<file path="src/rtl/hog_pixel_feeder_if.sv">
// Bridge-bus and pixel-stream bundle for the HOG pixel feeder.
// The master is the HPS bridge plus the downstream HOG input stage.
interface hog_pixel_feeder_if #(
    parameter int DATA_WIDTH = 8,
    parameter int ADDR_WIDTH = 5,
    parameter int BUS_WIDTH  = 128,
    parameter int BUS_BYTES  = BUS_WIDTH / 8
) ();
    logic [ADDR_WIDTH-1:0] addr;
    logic                  bus_enable;
    logic                  r_wbar;
    logic [BUS_WIDTH-1:0]  write_data;
    logic [BUS_BYTES-1:0]  byte_enable;
    logic [BUS_WIDTH-1:0]  read_data;
    logic                  ack;
    logic                  irq;
    logic [DATA_WIDTH-1:0] pixel_out;
    logic                  pixel_valid;
    logic                  pixel_ready;

    modport master (
        output addr,
        output bus_enable,
        output r_wbar,
        output write_data,
        output byte_enable,
        output pixel_ready,
        input  read_data,
        input  ack,
        input  irq,
        input  pixel_out,
        input  pixel_valid
    );

    modport slave (
        input  addr,
        input  bus_enable,
        input  r_wbar,
        input  write_data,
        input  byte_enable,
        input  pixel_ready,
        output read_data,
        output ack,
        output irq,
        output pixel_out,
        output pixel_valid
    );
endinterface

</file>
<file path="src/rtl/hog_pixel_feeder.sv">
// Bridge-bus slave that buffers 128-bit pixel words in a small FIFO and
// serializes their enabled bytes into an 8-bit valid/ready pixel stream.
module hog_pixel_feeder #(
    parameter int DATA_WIDTH = 8,
    parameter int ADDR_WIDTH = 5,
    parameter int BUS_WIDTH  = 128,
    parameter int BUS_BYTES  = BUS_WIDTH / 8,
    parameter int FIFO_DEPTH = 4
) (
    input logic clk,
    input logic rst,
    hog_pixel_feeder_if.slave bus
);
    localparam int PW = $clog2(FIFO_DEPTH);
    localparam int IW = $clog2(BUS_BYTES);
    localparam int LW = PW + 1;

    localparam logic [ADDR_WIDTH-1:0] ADDR_DATA   = ADDR_WIDTH'(0);
    localparam logic [ADDR_WIDTH-1:0] ADDR_STATUS = ADDR_WIDTH'(1);
    localparam logic [ADDR_WIDTH-1:0] ADDR_CTRL   = ADDR_WIDTH'(2);
    localparam logic [ADDR_WIDTH-1:0] ADDR_COUNT  = ADDR_WIDTH'(3);

    typedef enum logic [0:0] {
        IDLE,
        ACK
    } state_e;

    state_e                state_q, state_d;
    logic                  ack_q, ack_d;
    logic [BUS_WIDTH-1:0]  rdata_q, rdata_d;
    logic                  irq_q, irq_d;
    logic                  irq_en_q, irq_en_d;
    logic                  irq_pend_q, irq_pend_d;
    logic [PW-1:0]         wr_ptr_q, wr_ptr_d;
    logic [PW-1:0]         rd_ptr_q, rd_ptr_d;
    logic [LW-1:0]         level_q, level_d;
    logic [BUS_BYTES-1:0]  done_q, done_d;
    logic [31:0]           count_q, count_d;

    logic [BUS_WIDTH-1:0]  data_mem_q [FIFO_DEPTH];
    logic [BUS_BYTES-1:0]  be_mem_q   [FIFO_DEPTH];

    logic                  full;
    logic                  empty;
    logic                  valid;
    logic                  req;
    logic                  stall;
    logic                  take;
    logic                  push;
    logic                  ctrl_wr;
    logic                  flush;
    logic                  irq_clr;
    logic                  accept;
    logic                  pop;
    logic                  drained;
    logic [BUS_WIDTH-1:0]  head_data;
    logic [BUS_BYTES-1:0]  head_be;
    logic [BUS_BYTES-1:0]  rem;
    logic [BUS_BYTES-1:0]  lane;
    logic [IW-1:0]         idx;
    logic [DATA_WIDTH-1:0] head_pix;
    logic [BUS_WIDTH-1:0]  rd_mux;

    // Bus decode: a DATA write into a full FIFO is held off, not dropped.
    always_comb begin
        full    = (level_q == LW'(FIFO_DEPTH));
        empty   = (level_q == '0);
        valid   = !empty;
        req     = (state_q == IDLE) && bus.bus_enable;
        stall   = req && !bus.r_wbar && (bus.addr == ADDR_DATA) && full;
        take    = req && !stall;
        push    = take && !bus.r_wbar && (bus.addr == ADDR_DATA)
                  && (|bus.byte_enable);
        ctrl_wr = take && !bus.r_wbar && (bus.addr == ADDR_CTRL)
                  && bus.byte_enable[0];
        flush   = ctrl_wr && bus.write_data[1];
        irq_clr = ctrl_wr && bus.write_data[2];
    end

    // Lanes not yet emitted from the head word; idx is the lowest of them.
    always_comb begin
        head_data = data_mem_q[rd_ptr_q];
        head_be   = be_mem_q[rd_ptr_q];
        rem       = head_be & ~done_q;
        idx       = '0;
        for (int i = BUS_BYTES - 1; i >= 0; i--) begin
            if (rem[i]) begin
                idx = IW'(i);
            end
        end
        lane      = '0;
        lane[idx] = 1'b1;
        head_pix  = head_data[int'(idx) * DATA_WIDTH +: DATA_WIDTH];
    end

    always_comb begin
        accept  = valid && bus.pixel_ready && !flush;
        pop     = accept && ((rem & ~lane) == '0);
        drained = pop && (level_q == LW'(1)) && !push;
    end

    always_comb begin
        rd_mux = '0;
        unique case (1'b1)
            (bus.addr == ADDR_STATUS): begin
                rd_mux[LW-1:0] = level_q;
                rd_mux[8]      = full;
                rd_mux[9]      = empty;
                rd_mux[10]     = irq_pend_q;
                rd_mux[11]     = irq_en_q;
                rd_mux[12]     = valid;
            end
            (bus.addr == ADDR_COUNT): begin
                rd_mux[31:0] = count_q;
            end
            default: begin
                rd_mux = '0;
            end
        endcase
    end

    always_comb begin
        state_d = state_q;
        ack_d   = 1'b0;
        rdata_d = '0;
        unique case (state_q)
            IDLE: begin
                if (take) begin
                    state_d = ACK;
                    ack_d   = 1'b1;
                    if (bus.r_wbar) begin
                        rdata_d = rd_mux;
                    end
                end
            end
            ACK: begin
                state_d = IDLE;
            end
        endcase
    end

    always_comb begin
        wr_ptr_d = wr_ptr_q + PW'(push);
        rd_ptr_d = rd_ptr_q + PW'(pop);
        level_d  = level_q + LW'(push) - LW'(pop);
        count_d  = count_q + 32'(accept);
        done_d   = done_q;
        if (accept) begin
            done_d = pop ? '0 : (done_q | lane);
        end
        if (flush) begin
            wr_ptr_d = '0;
            rd_ptr_d = '0;
            level_d  = '0;
            count_d  = '0;
            done_d   = '0;
        end
    end

    // A drain in the same cycle as a clear leaves the interrupt pending.
    always_comb begin
        irq_en_d   = irq_en_q;
        irq_pend_d = irq_pend_q;
        if (ctrl_wr) begin
            irq_en_d = bus.write_data[0];
        end
        if (drained) begin
            irq_pend_d = 1'b1;
        end else if (irq_clr || flush) begin
            irq_pend_d = 1'b0;
        end
        irq_d = irq_pend_q & irq_en_q;
    end

    always_ff @(posedge clk) begin
        if (rst) begin
            state_q    <= IDLE;
            ack_q      <= 1'b0;
            rdata_q    <= '0;
            irq_q      <= 1'b0;
            irq_en_q   <= 1'b0;
            irq_pend_q <= 1'b0;
            wr_ptr_q   <= '0;
            rd_ptr_q   <= '0;
            level_q    <= '0;
            done_q     <= '0;
            count_q    <= '0;
        end else begin
            state_q    <= state_d;
            ack_q      <= ack_d;
            rdata_q    <= rdata_d;
            irq_q      <= irq_d;
            irq_en_q   <= irq_en_d;
            irq_pend_q <= irq_pend_d;
            wr_ptr_q   <= wr_ptr_d;
            rd_ptr_q   <= rd_ptr_d;
            level_q    <= level_d;
            done_q     <= done_d;
            count_q    <= count_d;
        end
    end

    always_ff @(posedge clk) begin
        if (push) begin
            data_mem_q[wr_ptr_q] <= bus.write_data;
            be_mem_q[wr_ptr_q]   <= bus.byte_enable;
        end
    end

    assign bus.read_data   = rdata_q;
    assign bus.ack         = ack_q;
    assign bus.irq         = irq_q;
    assign bus.pixel_valid = valid;
    assign bus.pixel_out   = valid ? head_pix : '0;
endmodule

</file>
<file path="src/flat_wrapper.sv">
// flat-port wrapper written by rule: the top's interface ports become plain ports
module hog_pixel_feeder_flat 
#(
    parameter int DATA_WIDTH = 8,
    parameter int ADDR_WIDTH = 5,
    parameter int BUS_WIDTH  = 128,
    parameter int BUS_BYTES  = BUS_WIDTH / 8,
    parameter int FIFO_DEPTH = 4
)
  (clk, rst, bus_addr, bus_bus_enable, bus_r_wbar, bus_write_data, bus_byte_enable, bus_pixel_ready, bus_read_data, bus_ack, bus_irq, bus_pixel_out, bus_pixel_valid);
  hog_pixel_feeder_if #(.DATA_WIDTH(DATA_WIDTH), .ADDR_WIDTH(ADDR_WIDTH), .BUS_WIDTH(BUS_WIDTH), .BUS_BYTES(BUS_BYTES)) bus_i ();
  input logic clk;
  input logic rst;
  input wire logic [$bits(bus_i.addr)-1:0] bus_addr;
  input wire logic [$bits(bus_i.bus_enable)-1:0] bus_bus_enable;
  input wire logic [$bits(bus_i.r_wbar)-1:0] bus_r_wbar;
  input wire logic [$bits(bus_i.write_data)-1:0] bus_write_data;
  input wire logic [$bits(bus_i.byte_enable)-1:0] bus_byte_enable;
  input wire logic [$bits(bus_i.pixel_ready)-1:0] bus_pixel_ready;
  output wire logic [$bits(bus_i.read_data)-1:0] bus_read_data;
  output wire logic [$bits(bus_i.ack)-1:0] bus_ack;
  output wire logic [$bits(bus_i.irq)-1:0] bus_irq;
  output wire logic [$bits(bus_i.pixel_out)-1:0] bus_pixel_out;
  output wire logic [$bits(bus_i.pixel_valid)-1:0] bus_pixel_valid;
  assign bus_i.addr = bus_addr;
  assign bus_i.bus_enable = bus_bus_enable;
  assign bus_i.r_wbar = bus_r_wbar;
  assign bus_i.write_data = bus_write_data;
  assign bus_i.byte_enable = bus_byte_enable;
  assign bus_i.pixel_ready = bus_pixel_ready;
  assign bus_read_data = bus_i.read_data;
  assign bus_ack = bus_i.ack;
  assign bus_irq = bus_i.irq;
  assign bus_pixel_out = bus_i.pixel_out;
  assign bus_pixel_valid = bus_i.pixel_valid;
  hog_pixel_feeder #(.DATA_WIDTH(DATA_WIDTH), .ADDR_WIDTH(ADDR_WIDTH), .BUS_WIDTH(BUS_WIDTH), .BUS_BYTES(BUS_BYTES), .FIFO_DEPTH(FIFO_DEPTH)) u_core (.clk(clk), .rst(rst), .bus(bus_i));
endmodule
</file>
<file path="config.mk">
export PLATFORM = sky130hd
export DESIGN_NAME = hog_pixel_feeder_flat
export DESIGN_NICKNAME = d
export VERILOG_FILES = /design/src/rtl/hog_pixel_feeder_if.sv /design/src/rtl/hog_pixel_feeder.sv /design/src/flat_wrapper.sv
export SDC_FILE = /design/constraint.sdc
export NUM_CORES = 1
export LEC_CHECK = 0
export ABC_CLOCK_PERIOD_IN_PS = 30000
export CORE_MARGIN = 4
export CORE_UTILIZATION = 52
export DETAILED_ROUTE_END_ITERATION = 8
export GPL_TIMING_DRIVEN = 0
export PLACE_DENSITY = 0.75
export SKIP_LAST_GASP = 1
export SLEW_MARGIN = 20
export SYNTH_ARGS = -nofsm -noshare
export SYNTH_HDL_FRONTEND = slang
export SYNTH_SLANG_ARGS = --single-unit
export TNS_END_PERCENT = 5
</file>
<file path="constraint.sdc">
create_clock -name clk -period 30 [get_ports clk]
set_input_delay 6 -clock clk [delete_from_list [all_inputs] [get_ports clk]]
set_output_delay 6 -clock clk [all_outputs]
set_load 0.05 [all_outputs]
</file>
==> metrics.yaml <==
route:
  drt_wl_total_um: 64600
  firstDrtPassIters: 6
  vias: 15000
  ant_nets: 0
  via_per_inst: 5.73
  wl_per_cell_um: 24.7
  drc: 0
  drt_iter0_drc: 1684
sta:
  finClkSkew_ns: 0.0272
  drv_slew: 0
  fin_crit_ns: 12.16
  fin_crit_sh: 0.405
  hold_violations: 0
  setup_tns_ns: 0
  finalSetupViolations: 0
  max_freq_ghz: 0.0822
  rsz0062_at_grt: "no"
  layout_setup_ws_ns: 17.84
  slew_headroom: 0.341
  worst_pin_slew_ns: 0.989
worst_setup_path:
  cp-end-kind: "primary output"
  setup.worst_path.class: "reg2out"
  reg2reg_from: "u_core.rd_ptr_q[1]"
  cp.arrival_ns: 6.16
  crit_path_start_kind: "flip-flop"
  setup.worst_path.start: "u_core.rd_ptr_q[1]"
  cp_data_required_time_ns: 24.00
  cp_max_fo: 10
global_routing:
  grtUsageTotal: 0.236
  antenna_found_initial: 6
  grt_overflow: 0
  grt_pass1_wl_um: 94800
  grt_max_degree: 47
  grt_pass1_vias: 14800
cts:
  cts_hold_buffers: 0
  cts_root_buffer: "clkbuf_16"
  cts_buffers: 68
  htreeDepth: 3
  cts_setup_buffers: 0
  clk_pin_slew_ns: 0.05
  clock_latency_ns: 0.61
  cts.sinks: 667
  clock_path_buffers: 3
  cts_resized: 0
  cts_tree: "done"
job:
  cap_violations: 0
yosys:
  synth_area_um2: 26500
  synth.avg_cell_area_um2: 18.0
  yosysSeqAreaShare: 0.721
  synthArstFlopShare: 0
  synth_cell_types: 75
  ys.flop_type: "edfxtp_1"
  yosysWarnings: 0
  ys_ff_latch: 667
  synthCells: 1472
  synth_edf_count: 576
floorplanning:
  die_y_um: 234
  dieArea_um2: 54700
  dieWidth_um: 234
  core-area_um2: 50300
  core.rowCount: 82
  start_util: 0.527
  io_pins: 293
placement:
  hpwl_um: 44800
  place_ws_ns: 18.72
  io_buffers: 196
  gp_congestion: 0.844
  dp.cells: 2486
finish:
  finalNonFillerCells: 2611
  nFillCells: 3479
  final_cell_mix: "576 x edfxtp_1, 196 x clkdlybuf4s50_1, 137 x mux4_2"
  final_common_cell: "edfxtp_1"
  area_delta_synth_final_pct: 22.9
  nets: 2045
  drive_above_1_share: 0.227
power_and_ir_drop:
  leakagePower_nw: 10.8
  ir_drop_v: 0.0000495
  powerDensity_nw_per_um2: 59.1
min_path:
  min-delay-start: "u_core.count_q[31]"
  min-delay-path-class: "reg2reg"
status:
  status: "finished clean"
## layer usage
layer / share of wire / up-vias / global-route usage
met4: 0.030 / 8 / 0.0802
met3: 0.084 / 127 / 0.0624
met2: 0.51 / 728 / 0.386
met1: 0.38 / 7558 / 0.312
met5: 0.00084 / - / 0
li1: - / 6545 / -
## cells in the mapped netlist, types with 3 or more instances
| cell type | n | area, um2 |
|---|---|---|
| nor3_1 | 24 | 120 |
| nor2_1 | 78 | 293 |
| buf_2 | 13 | 65.1 |
| o22a_1 | 14 | 123 |
| o221a_2 | 3 | 33.8 |
| dfxtp_1 | 91 | 1820 |
| and4_1 | 4 | 35.0 |
| xor2_1 | 21 | 184 |
| nand2_1 | 25 | 93.8 |
| a211o_1 | 5 | 43.8 |
| a32o_1 | 3 | 30.0 |
| nand2b_1 | 13 | 81.3 |
| nor3_2 | 10 | 100 |
| a21oi_1 | 31 | 155 |
| buf_1 | 12 | 45.0 |
| mux2i_1 | 19 | 190 |
| or3_1 | 5 | 31.3 |
| o21bai_1 | 4 | 30.0 |
| nand3_1 | 18 | 90.1 |
| a22o_1 | 10 | 87.6 |
| ha_1 | 6 | 75.1 |
| o31ai_1 | 8 | 60.1 |
| clkbuf_1 | 31 | 116 |
| nor2b_1 | 6 | 37.5 |
| inv_1 | 16 | 60.1 |
| mux4_2 | 137 | 3090 |
| o211ai_1 | 4 | 30.0 |
| xnor2_1 | 10 | 87.6 |
| edfxtp_1 | 576 | 17300 |
| and2_1 | 28 | 175 |
| buf_4 | 98 | 736 |
| or2_2 | 9 | 56.3 |
| buf_6 | 5 | 56.3 |
| o21ai_0 | 16 | 80.1 |
| nor4_1 | 9 | 56.3 |
| nand4_1 | 11 | 68.8 |
| o22ai_1 | 38 | 238 |
| and3_1 | 13 | 81.3 |
| nor4b_1 | 3 | 26.3 |
| a31oi_1 | 4 | 25.0 |
## power by group
part	total, mW	internal (mW)	switching [mW]	leakage [nW]
logic	0.0734	0.0282	0.0453	3.82
registers	1.01	1.01	0.000221	5.91
clock network	0.845	0.493	0.351	1.10
total	1.92	1.53	0.397	10.8
## worst paths after layout
path / endpoint / slack [ns] / cells past startpoint
worst max register to register: u_core.level_q[2] / 24.73 / 18
worst min register to register: u_core.bus.read_data[31] / 0.48 / 1
worst max-delay path: bus_pixel_out[5] / 17.84 / 13
worst min-delay path: u_core.bus.read_data[31] / 0.48 / 1
## logic make-up (layout without fill, tap and decap cells)
| kind of cell | after synthesis | count (layout) | synth area share |
|---|---|---|---|
| and+or+nand+nor | 268 | 268 | 0.0554 |
| DFF | 667 | 667 | 0.721 |
| other | 1 | 98 | 0.000141 |
| AOI/OAI and AO/OA | 165 | 165 | 0.0447 |
| adders and majority gates | 7 | 7 | 0.00359 |
| buffers and inverters | 176 | 546 | 0.0408 |
| xor gates and xnor gates | 31 | 31 | 0.0102 |
| muxes | 157 | 157 | 0.124 |
## critical path: stages (launching register included)
cell	delay [ns]
dfxtp_1	0.30
buf_4	0.18
buf_4	0.24
mux4_2	0.38
nor2b_1	0.22
o211ai_1	0.23
o211ai_1	0.41
a41oi_1	0.72
or2_2	0.22
clkbuf_1	0.62
o22ai_1	0.24
o21ai_0	0.24
nor4b_1	0.60
clkdlybuf4s50_1	0.94
## flip-flops by register name, summed over array words and instances, names as in the netlist
signal / cells
u_core.be_mem_q: 64
u_core.irq_pend_q: 1
u_core.rd_ptr_q: 2
u_core.bus.irq: 1
u_core.level_q: 3
u_core.bus.read_data: 32
u_core.bus.ack: 1
u_core.done_q: 16
u_core.data_mem_q: 512
u_core.wr_ptr_q: 2
u_core.count_q: 32
u_core.irq_en_q: 1
## per-stage QoR
step / power, mW / util / instance area, um2 / hold WS, ns
finish: 1.92 / 0.648 / 32600 / 0.481
detailed placement: 1.10 / 0.603 / 30300 / 0.468
global placement: 1.10 / 0.590 / 29700 / 0.459
global route: 1.98 / 0.648 / 32600 / 0.507
CTS: 1.94 / 0.648 / 32600 / 0.482
floorplan: 1.07 / - / 26900 / 0.439
## layout make-up
class / instances / area (um2) / area share
inverters: 17 / 63.8 / 0.00196
repair buffers: 247 / 2560 / 0.0786
multi-input cells: 724 / 6700 / 0.206
well taps: 672 / 841 / 0.0258
clock buffers: 87 / 1850 / 0.0567
flip-flops and latches: 667 / 19100 / 0.587
diodes: 2 / 5.00 / 0.000154
clock inverters: 36 / 415 / 0.0128
plain buffers: 159 / 1020 / 0.0313
Note: power is estimated with default switching activity, not from simulation.
